==> src/rtl/fb_pkg.sv <==
// Shared definitions for the frame buffer read path: default geometry,
// scanner states and the pixel beat carried through the output FIFO.
package fb_pkg;

    localparam int FB_X_COUNT    = 320;
    localparam int FB_Y_COUNT    = 240;
    localparam int FB_X_WIDTH    = 9;
    localparam int FB_Y_WIDTH    = 8;
    localparam int FB_ADDR_WIDTH = 17;
    localparam int FB_DATA_WIDTH = 16;
    localparam int FB_FRAME_SIZE = FB_X_COUNT * FB_Y_COUNT;

    typedef enum logic [1:0] {
        IDLE  = 2'd0,
        READ  = 2'd1,
        DRAIN = 2'd2
    } fb_state_t;

    typedef struct packed {
        logic [FB_DATA_WIDTH-1:0] data;
        logic [FB_X_WIDTH-1:0]    x;
        logic [FB_Y_WIDTH-1:0]    y;
        logic                     sof;
        logic                     eol;
        logic                     eof;
    } pix_beat_t;

endpackage

==> src/rtl/pix_fifo2.sv <==
// Two-entry FIFO of pixel beats; the head entry drives the output stream
// directly so a stalled beat stays stable until it is popped.
module pix_fifo2
    import fb_pkg::*;
#(
    parameter type T = pix_beat_t
) (
    input  logic       i_clk,
    input  logic       i_rst_n,
    input  logic       i_push,
    input  T           i_data,
    input  logic       i_pop,
    output T           o_head,
    output logic [1:0] o_count,
    output logic       o_empty,
    output logic       o_full
);

    T           r_mem [2];
    logic       r_wr_ptr;
    logic       r_rd_ptr;
    logic [1:0] r_count;
    logic       w_push;
    logic       w_pop;

    // A push into a full FIFO is only legal when the head leaves in the same cycle.
    assign w_pop  = i_pop & (r_count != 2'd0);
    assign w_push = i_push & ((r_count != 2'd2) | w_pop);

    always_ff @(posedge i_clk or negedge i_rst_n) begin
        if (!i_rst_n) begin
            r_mem[0] <= '0;
            r_mem[1] <= '0;
            r_wr_ptr <= 1'b0;
            r_rd_ptr <= 1'b0;
            r_count  <= 2'd0;
        end else begin
            if (w_push) begin
                r_mem[r_wr_ptr] <= i_data;
                r_wr_ptr        <= ~r_wr_ptr;
            end
            if (w_pop) begin
                r_rd_ptr <= ~r_rd_ptr;
            end
            r_count <= r_count + {1'b0, w_push} - {1'b0, w_pop};
        end
    end

    assign o_head  = r_mem[r_rd_ptr];
    assign o_count = r_count;
    assign o_empty = (r_count == 2'd0);
    assign o_full  = (r_count == 2'd2);

endmodule

==> src/rtl/frame_buffer_reader.sv <==
// Raster-order frame buffer scanner: issues RAM reads under a two-beat credit
// limit and streams the returned pixels with coordinates over valid/ready.
module frame_buffer_reader
    import fb_pkg::*;
#(
    parameter int X_COUNT    = FB_X_COUNT,
    parameter int Y_COUNT    = FB_Y_COUNT,
    parameter int X_WIDTH    = FB_X_WIDTH,
    parameter int Y_WIDTH    = FB_Y_WIDTH,
    parameter int ADDR_WIDTH = FB_ADDR_WIDTH,
    parameter int DATA_WIDTH = FB_DATA_WIDTH
) (
    input  logic                  i_clk,
    input  logic                  i_rst_n,
    input  logic                  i_start,
    output logic                  o_busy,
    output logic                  o_rd_en,
    output logic [ADDR_WIDTH-1:0] o_rd_addr,
    input  logic [DATA_WIDTH-1:0] i_rd_data,
    output logic [DATA_WIDTH-1:0] o_pix_data,
    output logic [X_WIDTH-1:0]    o_pix_x,
    output logic [Y_WIDTH-1:0]    o_pix_y,
    output logic                  o_pix_sof,
    output logic                  o_pix_eol,
    output logic                  o_pix_eof,
    output logic                  o_pix_valid,
    input  logic                  i_pix_ready,
    output logic                  o_frame_done
);

    localparam logic [ADDR_WIDTH-1:0] LAST_ADDR = ADDR_WIDTH'(X_COUNT * Y_COUNT - 1);
    localparam logic [X_WIDTH-1:0]    LAST_X    = X_WIDTH'(X_COUNT - 1);

    typedef struct packed {
        logic [DATA_WIDTH-1:0] data;
        logic [X_WIDTH-1:0]    x;
        logic [Y_WIDTH-1:0]    y;
        logic                  sof;
        logic                  eol;
        logic                  eof;
    } beat_t;

    fb_state_t             r_state;
    logic                  r_busy;
    logic                  r_frame_done;
    logic [X_WIDTH-1:0]    r_rd_x;
    logic [Y_WIDTH-1:0]    r_rd_y;
    logic [ADDR_WIDTH-1:0] r_rd_addr;
    logic                  r_inflight;
    logic [X_WIDTH-1:0]    r_tag_x;
    logic [Y_WIDTH-1:0]    r_tag_y;
    logic                  r_tag_sof;
    logic                  r_tag_eol;
    logic                  r_tag_eof;

    beat_t                 w_push_beat;
    beat_t                 w_head;
    logic [1:0]            w_count;
    logic                  w_empty;
    logic                  w_full;
    logic                  w_push;
    logic                  w_pop;
    logic [2:0]            w_credit;
    logic                  w_rd_en;

    // Beats already buffered plus the one in flight, minus the one leaving now.
    assign w_pop    = ~w_empty & i_pix_ready;
    assign w_credit = {1'b0, w_count} + {2'b00, r_inflight} - {2'b00, w_pop};
    assign w_rd_en  = (r_state == READ) && (w_credit < 3'd2);
    assign w_push   = r_inflight & (~w_full | w_pop);

    assign w_push_beat = '{data: i_rd_data, x: r_tag_x, y: r_tag_y,
                           sof: r_tag_sof, eol: r_tag_eol, eof: r_tag_eof};

    always_ff @(posedge i_clk or negedge i_rst_n) begin
        if (!i_rst_n) begin
            r_state      <= IDLE;
            r_busy       <= 1'b0;
            r_frame_done <= 1'b0;
            r_rd_x       <= '0;
            r_rd_y       <= '0;
            r_rd_addr    <= '0;
            r_inflight   <= 1'b0;
            r_tag_x      <= '0;
            r_tag_y      <= '0;
            r_tag_sof    <= 1'b0;
            r_tag_eol    <= 1'b0;
            r_tag_eof    <= 1'b0;
        end else begin
            r_frame_done <= 1'b0;
            r_inflight   <= w_rd_en;
            if (w_rd_en) begin
                r_tag_x   <= r_rd_x;
                r_tag_y   <= r_rd_y;
                r_tag_sof <= (r_rd_addr == '0);
                r_tag_eol <= (r_rd_x == LAST_X);
                r_tag_eof <= (r_rd_addr == LAST_ADDR);
            end
            case (r_state)
                IDLE: begin
                    if (i_start) begin
                        r_state   <= READ;
                        r_busy    <= 1'b1;
                        r_rd_x    <= '0;
                        r_rd_y    <= '0;
                        r_rd_addr <= '0;
                    end
                end
                READ: begin
                    // The counter parks on the last address; only a new start rewinds it.
                    if (w_rd_en) begin
                        if (r_rd_addr == LAST_ADDR) begin
                            r_state <= DRAIN;
                        end else begin
                            r_rd_addr <= r_rd_addr + ADDR_WIDTH'(1);
                            if (r_rd_x == LAST_X) begin
                                r_rd_x <= '0;
                                r_rd_y <= r_rd_y + Y_WIDTH'(1);
                            end else begin
                                r_rd_x <= r_rd_x + X_WIDTH'(1);
                            end
                        end
                    end
                end
                DRAIN: begin
                    if (w_pop && w_head.eof) begin
                        r_state      <= IDLE;
                        r_busy       <= 1'b0;
                        r_frame_done <= 1'b1;
                    end
                end
                default: begin
                    r_state <= IDLE;
                    r_busy  <= 1'b0;
                end
            endcase
        end
    end

    pix_fifo2 #(
        .T (beat_t)
    ) u_fifo (
        .i_clk   (i_clk),
        .i_rst_n (i_rst_n),
        .i_push  (w_push),
        .i_data  (w_push_beat),
        .i_pop   (w_pop),
        .o_head  (w_head),
        .o_count (w_count),
        .o_empty (w_empty),
        .o_full  (w_full)
    );

    assign o_busy       = r_busy;
    assign o_rd_en      = w_rd_en;
    assign o_rd_addr    = r_rd_addr;
    assign o_pix_data   = w_head.data;
    assign o_pix_x      = w_head.x;
    assign o_pix_y      = w_head.y;
    assign o_pix_sof    = w_head.sof;
    assign o_pix_eol    = w_head.eol;
    assign o_pix_eof    = w_head.eof;
    assign o_pix_valid  = ~w_empty;
    assign o_frame_done = r_frame_done;

endmodule

==> config.mk <==
export PLATFORM = sky130hd
export DESIGN_NAME = frame_buffer_reader
export DESIGN_NICKNAME = d
export VERILOG_FILES = /design/src/rtl/fb_pkg.sv /design/src/rtl/pix_fifo2.sv /design/src/rtl/frame_buffer_reader.sv
export SDC_FILE = /design/constraint.sdc
export NUM_CORES = 1
export LEC_CHECK = 0
export CAP_MARGIN = 20
export CORE_UTILIZATION = 25
export CTS_BUF_LIST = sky130_fd_sc_hd__clkbuf_4 sky130_fd_sc_hd__clkbuf_8
export CTS_CLUSTER_DIAMETER = 100
export DETAILED_ROUTE_END_ITERATION = 10
export PLACE_DENSITY = 0.53
export SYNTH_ARGS = -nofsm -noshare
export SYNTH_HDL_FRONTEND = slang
export SYNTH_HIERARCHICAL = 1
export SYNTH_SLANG_ARGS = --single-unit
==> constraint.sdc <==
create_clock -name i_clk -period 2.5 [get_ports i_clk]
set_input_delay 0.25 -clock i_clk [delete_from_list [all_inputs] [get_ports i_clk]]
set_output_delay 0.25 -clock i_clk [all_outputs]
set_load 0.1 [all_outputs]
* Word-level counts from Yosys, hierarchy flattened
Index checks and enable logic that the tools add are counted.
Storage, ports and cells: flip-flop bits (word level) 135, input bits 20, logic and storage cells 105
Operators by class: $add $sub $neg 7, $lt $le $gt $ge 4, equality and inequality tests 12, mux-type cells 30, bitwise gates (word level) 13, reductions and logical operators 12
Operator list (number):
- $mux W36 | 4
- $bwmux W72 | 1
- $mux W17 | 3
- $demux W36 S1 | 1
- $mux W9 | 4
- $pmux W17 S2 | 1
- $mux W8 | 4
- $pmux W9 S2 | 1
- $add A17 B1 Y17 const B | 1
- $eq A17 B17 Y1 const B | 1
- $logic_not A17 Y1 | 1
- $pmux W8 S2 | 1
- $ne A2 B2 Y1 const B | 5
- $add A9 B1 Y9 const B | 1
- $eq A9 B9 Y1 const B | 1
- $add A8 B1 Y8 const B | 1
- $mux W2 | 4
- $reduce_and A4 Y1 | 2
- $pmux W2 S3 | 1
- $not A1 Y1 | 5
- $reduce_and A5 Y1 | 1
- $and A1 B1 Y1 | 4
- $eq A2 B2 Y1 const B | 2
- $ge A2 B2 Y1 const B | 2
- other kinds (16) | 26

* Depth between registers and ports, before layout
Gate-level depths: netlist (run 1).
depth in word-level cells 8, mapped depth 14, depth with buffers taken out 12

* By module
The synthesis (run 1) kept the hierarchy.
By module, submodules not included:
- pix_fifo2 | instances 1, cells each 211, area each 3357.0 um^2, sequential area each 1901.8 um^2
- frame_buffer_reader | instances 1, cells each 345, area each 3041.7 um^2, sequential area each 1476.4 um^2

* Worst setup path before layout (run 1)
No wires, ideal clock.
path type reg2reg, start point register u_fifo.r_count[1] (netlist: u_fifo/o_count[1]), end point register r_tag_x[1], library setup time 0.069 ns, arrival time 3.779 ns, path slack -1.348 ns, cell stages (with the launch flop) 13, cells stage by stage dfrtp_1 -> nor2_1 -> inv_1 -> nand2_1 -> nor2_1 -> o21ai_0 -> fa_1 -> xnor2_1 -> nand3_1 -> inv_1 -> clkbuf_1 -> nand2_1 -> nand2_1
On the way: cells in the longest elaborated chain, start to end 6, elaborated cells between the ends (all ways) 7, classes of those cells add/sub (2); order compare (1); bitwise (2); reduce/logical (2)
Ends and longest elaborated chain:
- from (decl) | line pix_fifo2.sv:22 | logic [1:0] r_count;
- from (signal assigned) | line pix_fifo2.sv:45 | r_count <= r_count + {1'b0, w_push} - {1'b0, w_pop};
- $logic_not A2 Y1 | line pix_fifo2.sv:51 | assign o_empty = (r_count == 2'd0);
- via w_empty | line frame_buffer_reader.sv:59 | logic w_empty;
- $not A1 Y1
- via o_pix_valid | line frame_buffer_reader.sv:26 | output logic o_pix_valid,
- $and A1 B1 Y1 | line frame_buffer_reader.sv:67 | assign w_pop = ~w_empty & i_pix_ready;
- $sub A3 B1 Y3 | line frame_buffer_reader.sv:68 | assign w_credit = {1'b0, w_count} + {2'b00, r_inflight} - {2'b00, w_pop};
- $lt A3 B2 Y1 | line frame_buffer_reader.sv:69 | assign w_rd_en = (r_state == READ) && (w_credit < 3'd2);
- $logic_and A1 B1 Y1 | line frame_buffer_reader.sv:69
- via o_rd_en | line frame_buffer_reader.sv:17 | output logic o_rd_en,
- to (signal assigned) | line frame_buffer_reader.sv:93 | r_tag_x <= r_rd_x;
- to (decl) | line frame_buffer_reader.sv:50 | logic [X_WIDTH-1:0] r_tag_x;
The timed path passes the listed nets, and every way through them passes these cells. A chain may end at the register's enable or synchronous reset.

* Worst setup path in the final report (run 1)
start point register u_fifo.r_count[0] (netlist: u_fifo/o_count[0]), end point register r_rd_y[0]
On the way: cells in the longest elaborated chain, start to end 8, elaborated cells between the ends (all ways) 9, classes of those cells add/sub (2); order compare (1); eq/ne (1); bitwise (2); reduce/logical (3)
Ends and longest elaborated chain:
- $logic_not A2 Y1 | line pix_fifo2.sv:51
- via w_empty | line frame_buffer_reader.sv:59
- $not A1 Y1 | line frame_buffer_reader.sv:67
- $and A1 B1 Y1 | line frame_buffer_reader.sv:67
- via w_pop | line frame_buffer_reader.sv:62 | logic w_pop;
- $sub A3 B1 Y3 | line frame_buffer_reader.sv:68
- $lt A3 B2 Y1 | line frame_buffer_reader.sv:69
- $logic_and A1 B1 Y1 | line frame_buffer_reader.sv:69
- $ne A2 B2 Y1 (no source line)
- $reduce_and A5 Y1 (no source line)
- to (signal assigned) | line frame_buffer_reader.sv:118 | r_rd_y <= r_rd_y + Y_WIDTH'(1);
- to (decl) | line frame_buffer_reader.sv:47 | logic [Y_WIDTH-1:0] r_rd_y;
The timed path passes the listed nets, and every way through them passes these cells.

==> results of run 1 <==
## worst paths after layout
| path | end | slack (ps) | start |
|---|---|---|---|
| setup / recovery | r_rd_y[0] | -200 | u_fifo/o_count[0] |
| hold / removal | u_fifo/r_mem[61] | 330 | i_rst_n |
| setup reg to reg | r_rd_y[0] | -200 | u_fifo/o_count[0] |
| hold reg to reg | u_fifo/r_mem[3] | 500 | u_fifo/r_mem[3] |
| max in group asynchronous | o_busy | 1470 | i_rst_n |
| min in group i_clk | r_state[0] | 420 | i_start |
## kinds of logic after synthesis
group / after synthesis / synth area share (%)
XOR/XNOR: 6 / 0.8213
AO/OA/AOI/OAI: 80 / 7.978
adder cells (fa/ha/maj): 7 / 1.486
AND/OR/NAND/NOR: 178 / 13.79
flip-flops: 135 / 52.80
multiplexers: 109 / 19.48
buffers and inverters: 41 / 3.657
## through the flow
| step | power [mW] | std cells | area (um^2) |
|---|---|---|---|
| after floorplan | 7.947 | 556 | 6524 |
| after global placement | 10.39 | 964 | 8120 |
| after detailed placement | 10.44 | 964 | 8120 |
| after CTS | 12.59 | 1004 | 8613 |
| after global routing | 13.23 | 1007 | 8756 |
| final | 12.58 | 1007 | 8756 |
## cell type report
cell class,count,area [um^2]
sequential,135,3382
inverter,10,43.79
fill,2519,16350
clock buffer,17,234.0
timing repair buffer,120,1521
tap,330,412.9
multi-input combinational,380,3005
clock inverter,15,156.4
## worst reg2reg max path: stages, from the launching register on
cell,delay [ps]
dfrtp_2,430
nor2_4,140
clkinvlp_4,100
nand2_2,80
inv_2,40
nor2b_1,110
o21ai_1,80
fa_2,390
xnor2_4,180
buf_4,140
nand3_2,80
a21o_1,200
or3_4,400
mux2_4,260
## flip-flops by register name, summed over array words and instances, names as in the netlist
register         flops
r_inflight           1
r_rd_x               9
r_state              2
u_fifo/o_count       2
r_tag_y              8
r_rd_y               8
r_tag_eof            1
o_busy               1
r_tag_sof            1
o_frame_done         1
o_rd_addr           17
r_tag_x              9
u_fifo/r_mem        72
u_fifo/r_rd_ptr      1
u_fifo/r_wr_ptr      1
r_tag_eol            1
## placed cells by master (no fill, tap or decap), types with 6 or more instances in the layout
master	Yosys	final
dfrtp_1	135	132
mux2_2	104	104
nand2_1	89	81
buf_4	2	51
buf_12	0	44
nor2_1	19	18
clkdlybuf4s50_1	0	18
o21ai_1	1	17
clkbuf_8	0	17
nand3_1	17	14
o31ai_2	0	12
a31oi_1	11	11
a21oi_1	13	10
nand2_2	0	8
inv_1	10	7
o31ai_1	21	7
nor4_1	6	6
nand4_1	6	6
ha_1	6	6
inv_6	0	6
buf_6	8	6
## power by group
part	switching, mW	internal [mW]
Combinational	4.63	3.11
Sequential	0.336	2.70
Clock	0.980	0.826
Total	5.94	6.63
## per-layer routing
layer  up-vias  track usage, %  part of all wire [%]
met4         0           3.945                   1.2
met1      2253           16.53                    49
li1       2206               -                     -
met5         -               0                     0
met2        85           17.25                    45
met3         7           3.371                   4.4
## what timing repair did
action	4_1_cts	5_1_grt
setup buffers	7	3
endpoints found under the hold margin	50	0
setup endpoints to repair	20	53
resized for setup	9	24
hold buffers	1	0
pin swaps	5	6
==> key figures, run 1 <==
Min path
  • Hold Path Class: input pin to asynchronous set/reset pin

STA
  • Max-slew headroom: 50.84%
  • Max Clock Freq: 369.8 MHz
  • RSZ-0062 raised after global routing: true
  • WHS: 329.0 ps
  • Final Hold Vio Count: 0
  • Max-slew violations: 0
  • Final Cycle Share: 108.2%
  • Worst Tran Pin Value: 733.9 ps
  • Worst Skew: 15.28 ps
  • Tmin final: 2704 ps
  • Setup TNS: -3321 ps
  • Final worst slack: -204.2 ps
  • # setup viols final: 34

Drt
  • Post-DR vias/cell: 4.519
  • Drt drc: 0
  • Antenna-violating nets left: 0
  • DRT Wirelength: 14.75 mm
  • Vias: 4551
  • Initial DRC Count: 216
  • Drt pass-1 iters: 4
  • Wire length per cell: 14.65 um

CTS
  • CTS Root Cell: clkbuf_8
  • CTS tree: done
  • Skew-Pair Late Insertion Delay: 450 ps
  • Clock sinks: 135
  • Clock buffer count from CTS: 17
  • CTS max path bufs: 2
  • Clock slew at reported path FFs: 90 ps
  • H-Tree Depth: 4

Global routing
  • Vias in the first global route: 4514
  • Grt ovf: 0
  • Global-route wire length before repair: 24.18 mm
  • Initial antenna violation count: 0
  • Total GRT Usage: 11.78%
  • Largest net degree at the start of global routing: 54

Yosys
  • Area leader, netlist: dfrtp_1
  • Syn. warnings: 6
  • Synthesized net count: 583
  • Prevailing post-synth register cell: dfrtp_1
  • Synth async-reset ratio: 100.0%
  • Share of the yosys chip area belonging to registers: 52.80%
  • Top cells by area in the synthesized netlist: dfrtp_1 (53%), mux2_2 (18%), nand2_1 (5.2%)
  • Post-Synthesis Cells: 556
  • Synth cell count leaders: dfrtp_1 (135), mux2_2 (104), nand2_1 (89)
  • Syn avg cell area: 11.51 um^2
  • Synthesized cell area: 6399 um^2
  • Most frequent cell after synthesis: dfrtp_1
  • Post-synth EDFFs: 0
  • Post-synth top area share: 52.80%
  • Synth unique cells: 49
  • Flops & latches, synth: 135

Placement
  • Post-DP HPWL: 9.695 mm
  • GPL Wtd Cong: 0.7641
  • Worst slack, placed: -160.6 ps
  • PortBufs: 76

Floorplanning
  • Core Region: 25110 um^2
  • Ports: 77
  • Starting Density: 25.48%
  • Number of core rows: 58
  • Die ar.: 26240 um^2
  • Die span in x: 162.0 um
  • Die Y-Extent: 162.0 um

Pwr
  • PD cells: 1437 nW/um^2
  • Lkg Pwr: 3.876 nW
  • Peak VDD IR: 0.001093 V

Run status
  • Run status: finished, violations left
  • Failing checks: negative setup slack

Critical path
  • CP Launch Type: flip-flop
  • CP max stage cell: dfrtp_2
  • Worst path bufs/invs: 3
  • Crit path max-delay family: simple AND/OR/NAND/NOR gates
  • Worst-path cell chain: nor2_4 > clkinvlp_4 > nand2_2 > inv_2 > nor2b_1 > o21ai_1 > fa_2 > xnor2_4 > buf_4 > nand3_2 > a21o_1 > or3_4 > mux2_4
  • Worst setup EP type: flip-flop
  • Worst path required time: 2840 ps
  • Number of cells on the critical path: 13
  • CP peak stage delay: 430 ps
  • Crit Path Class: flip-flop to flip-flop
  • Crit path DAT: 3040 ps
  • Critical Path Fanout Max: 3
  • Reg2reg path depth: 13

Final layout
  • Post-route core utilization: 34.87%
  • Final #Nets: 691
  • N_diodes: 0
  • Area added between synthesis and finish: 36.84%
  • Fraction of layout instances using a drive strength above 1: 43.28%

Run
  • Max-Cap Viols: 0
No activity file was read; power rests on OpenSTA's default activity.
==> run 2, diff against run 1 <==
--- a/config.mk
+++ b/config.mk
@@ -12,3 +12,4 @@
 export DETAILED_ROUTE_END_ITERATION = 10
-export PLACE_DENSITY = 0.53
+export GPL_TIMING_DRIVEN = 1
+export PLACE_DENSITY = 0.51
 export SYNTH_ARGS = -nofsm -noshare
==> constraint.sdc (replaced) <==
create_clock -name i_clk -period 2.6 [get_ports i_clk]
set_input_delay 0.78 -clock i_clk [delete_from_list [all_inputs] [get_ports i_clk]]
set_output_delay 0.78 -clock i_clk [all_outputs]
set_load 0.1 [all_outputs]
==> run 2 against run 1 <==
Effect of this change:
- critical path type is now flip-flop to output port
- flip-flop and latch count unchanged
- sequential power down 3%
- register-to-register slack better by 190 ps
- critical endpoint is now o_rd_en
- count of clock-buffer cells in the layout up 1
- the run still ends with negative setup slack left
- clock power about the same
- setup slack worse by 330 ps
- critical path depth down 2
- largest power group unchanged
- final cell count down 0.30%
- design area up 1.0%
- first-iteration DRC count up 10%
- via count unchanged
- highest routed layer unchanged
- clock skew up 0.64 ps
==> key figures, run 2 (same netlist as run 1, synthesis figures left out) <==
Drt
  • DR WL met3: 711 um
  • Drt drc: 0
  • DRT Wirelength: 14.88 mm
  • Met2 WL post-DR: 6.804 mm
  • Met1 wire length: 7.238 mm
  • Wire length per cell: 14.82 um
  • Antenna-violating nets left: 0
  • Drt pass-1 iters: 4
  • Top sig layer: met4
  • Post-DR vias/cell: 4.533
  • Initial DRC Count: 238
  • Vias: 4551

Final layout
  • Post-route core utilization: 35.23%
  • Area occupied by multi-input gates: 3093 um^2
  • Most frequent cells in the layout: dfrtp_1 (132), mux2_2 (104), nand2_1 (87)
  • Fillers: 2515
  • Final std cells w/o fill: 1004
  • Largest Register: u_fifo/r_mem
  • Area added between synthesis and finish: 38.25%
  • Fraction of layout instances using a drive strength above 1: 42.58%
  • Max reg flops: 72
  • Final #Nets: 688
  • Sequential Area: 3385 um^2
  • N_diodes: 0
  • Commonest non-fill, non-tap cell in the layout: dfrtp_1

STA
  • # setup viols final: 2
  • Final Hold Vio Count: 0
  • Max Clock Freq: 318.6 MHz
  • Final Cycle Share: 120.7%
  • Worst Tran Pin Value: 755.0 ps
  • Tmin final: 3138 ps
  • Worst Skew: 15.91 ps
  • Final worst slack: -538.3 ps
  • WHS: 218.5 ps
  • Max-slew headroom: 49.43%
  • Max-slew violations: 0
  • RSZ-0062 raised after global routing: true

Critical path
  • CP Launch Type: flip-flop
  • CP peak stage delay: 420 ps
  • Crit path max-delay family: simple AND/OR/NAND/NOR gates
  • R2R Setup Slk: -10 ps
  • Reg-to-Reg Start: u_fifo/o_count[0]
  • Crit Path Class: flip-flop to output port
  • Worst-path cell chain: nor2_4 > clkinvlp_4 > nand2_4 > inv_2 > nor2b_2 > o21ai_2 > fa_2 > xnor2_4 > nand3_4 > inv_4 > buf_12
  • Crit path DAT: 2360 ps
  • Worst setup EP type: output port
  • R2R Path End: r_rd_y[0]
  • Reg2reg path depth: 12
  • Worst path bufs/invs: 4
  • Critical Path Fanout Max: 3
  • CP max stage cell: dfrtp_2
  • Worst path required time: 1820 ps

Pwr
  • Internal Pwr Total: 6.517 mW
  • PD cells: 1390 nW/um^2
  • Clock Power Share: 14.6%
  • Seq pwr share: 24.0%
  • Pwr Total: 12.30 mW
  • Combinational power share: 61.4%
  • Peak VDD IR: 0.0009740 V
  • Lkg Pwr: 3.905 nW
  • Switching pwr: 5.781 mW
  • Switching share of power: 47.01%

Run status
  • Run status: finished, violations left
  • Failing checks: negative setup slack

Placement
  • Worst slack, placed: -752.8 ps
  • Placed cells: 962
  • GPL Wtd Cong: 0.7577
  • PortBufs: 76
  • Post-DP HPWL: 9.884 mm

CTS
  • CTS tree: done
  • Skew-Pair Late Insertion Delay: 450 ps
  • Clock buffer count from CTS: 17
  • Clock slew at reported path FFs: 90 ps
  • CTS Hold Bufs: 0
  • H-Tree Depth: 4
  • Clock sinks: 135
  • CTS max path bufs: 2
  • CTS Root Cell: clkbuf_8

Global routing
  • Grt ovf: 0
  • Largest net degree at the start of global routing: 53
  • Initial antenna violation count: 0
  • Vias in the first global route: 4556
  • Global-route wire length before repair: 24.86 mm
  • Total GRT Usage: 12.06%

Floorplanning
  • Die Y-Extent: 162.0 um
  • Die span in x: 162.0 um
  • Core Region: 25110 um^2
  • Die ar.: 26240 um^2
  • Starting Density: 25.48%
  • Number of core rows: 58
  • Ports: 77

Run
  • Max-Cap Viols: 0

Min path
  • Hold Path Class: input pin to asynchronous set/reset pin
-- run 2: cell types whose count changed in the layout (fill, tap and decap cells not counted), sizes merged --
cell and delta:
dlygate4sd3 -1, clkinvlp -2, clkbuf +1, buf -3, inv -2, clkinv +2, dlygate4sd2 +1, clkdlybuf4s50 -1
nor2 +1, bufinv +1
-- run 2: worst reg2reg max path, delay by kind of cell (launching register included) --
family | cells | cell delay, ps
flip-flops | 1 | 420
multiplexers | 1 | 260
AND/OR/NAND/NOR | 5 | 830
adder cells (fa/ha/maj) | 1 | 380
XOR/XNOR | 1 | 190
AO/OA/AOI/OAI | 2 | 270
buffers and inverters | 2 | 160
-- run 2: repair_timing --
action / 4_1_cts / 5_1_grt
gates cloned: 3 / 0
setup endpoints to repair: 59 / 62
pin swaps: 13 / 7
buffers inserted: 6 / 3
resized for setup: 36 / 19
-- run 2: how the worst max path moves through the flow --
| stage | end | slack [ps] | start | cells past startpoint |
|---|---|---|---|---|
| 2_1_floorplan | o_rd_en | -650 | u_fifo/o_count[1] | 11 |
| 3_3_place_gp | o_rd_en | -740 | i_pix_ready | 9 |
| 3_5_place_dp | o_rd_en | -750 | i_pix_ready | 9 |
| 4_1_cts | o_rd_en | -670 | u_fifo/o_count[1] | 11 |
| 5_1_grt | o_rd_en | -670 | u_fifo/o_count[0] | 11 |
| 6_report | o_rd_en | -540 | u_fifo/o_count[0] | 11 |
-- run 2: layer usage --
metal  GRT usage (%)  vias to the layer above
met5               0                        -
met4           3.559                        0
met3           3.422                       10
met2           18.20                       92
met1           16.68                     2253
li1                -                     2196
-- run 2: cell type report --
class	instances	area share, %
Clock buffer	18	2.730
Clock inverter	14	1.810
Inverter	10	0.4950
Multi-Input combinational cell	381	34.96
Sequential cell	135	38.26
Tap cell	330	4.668
Timing Repair Buffer	116	17.07
-- run 2: power by group through the flow --
stage	Sequential (mW)	Clock, mW	Combinational [mW]
after floorplan	3.16	0	4.44
after detailed placement	3.01	0	6.82
final	2.95	1.79	7.55
after global placement	3.00	0	6.78
after CTS	2.97	1.86	7.38
after global routing	3.04	1.94	7.97
-- run 2: per-stage QoR --
stage	TNS (ps)	instance area, um^2
2_1_floorplan	-13510	6495
3_3_place_gp	-28520	8066
5_1_grt	-4007	8846
4_1_cts	-2449	8682
6_report	-546.1	8846
3_5_place_dp	-30660	8066
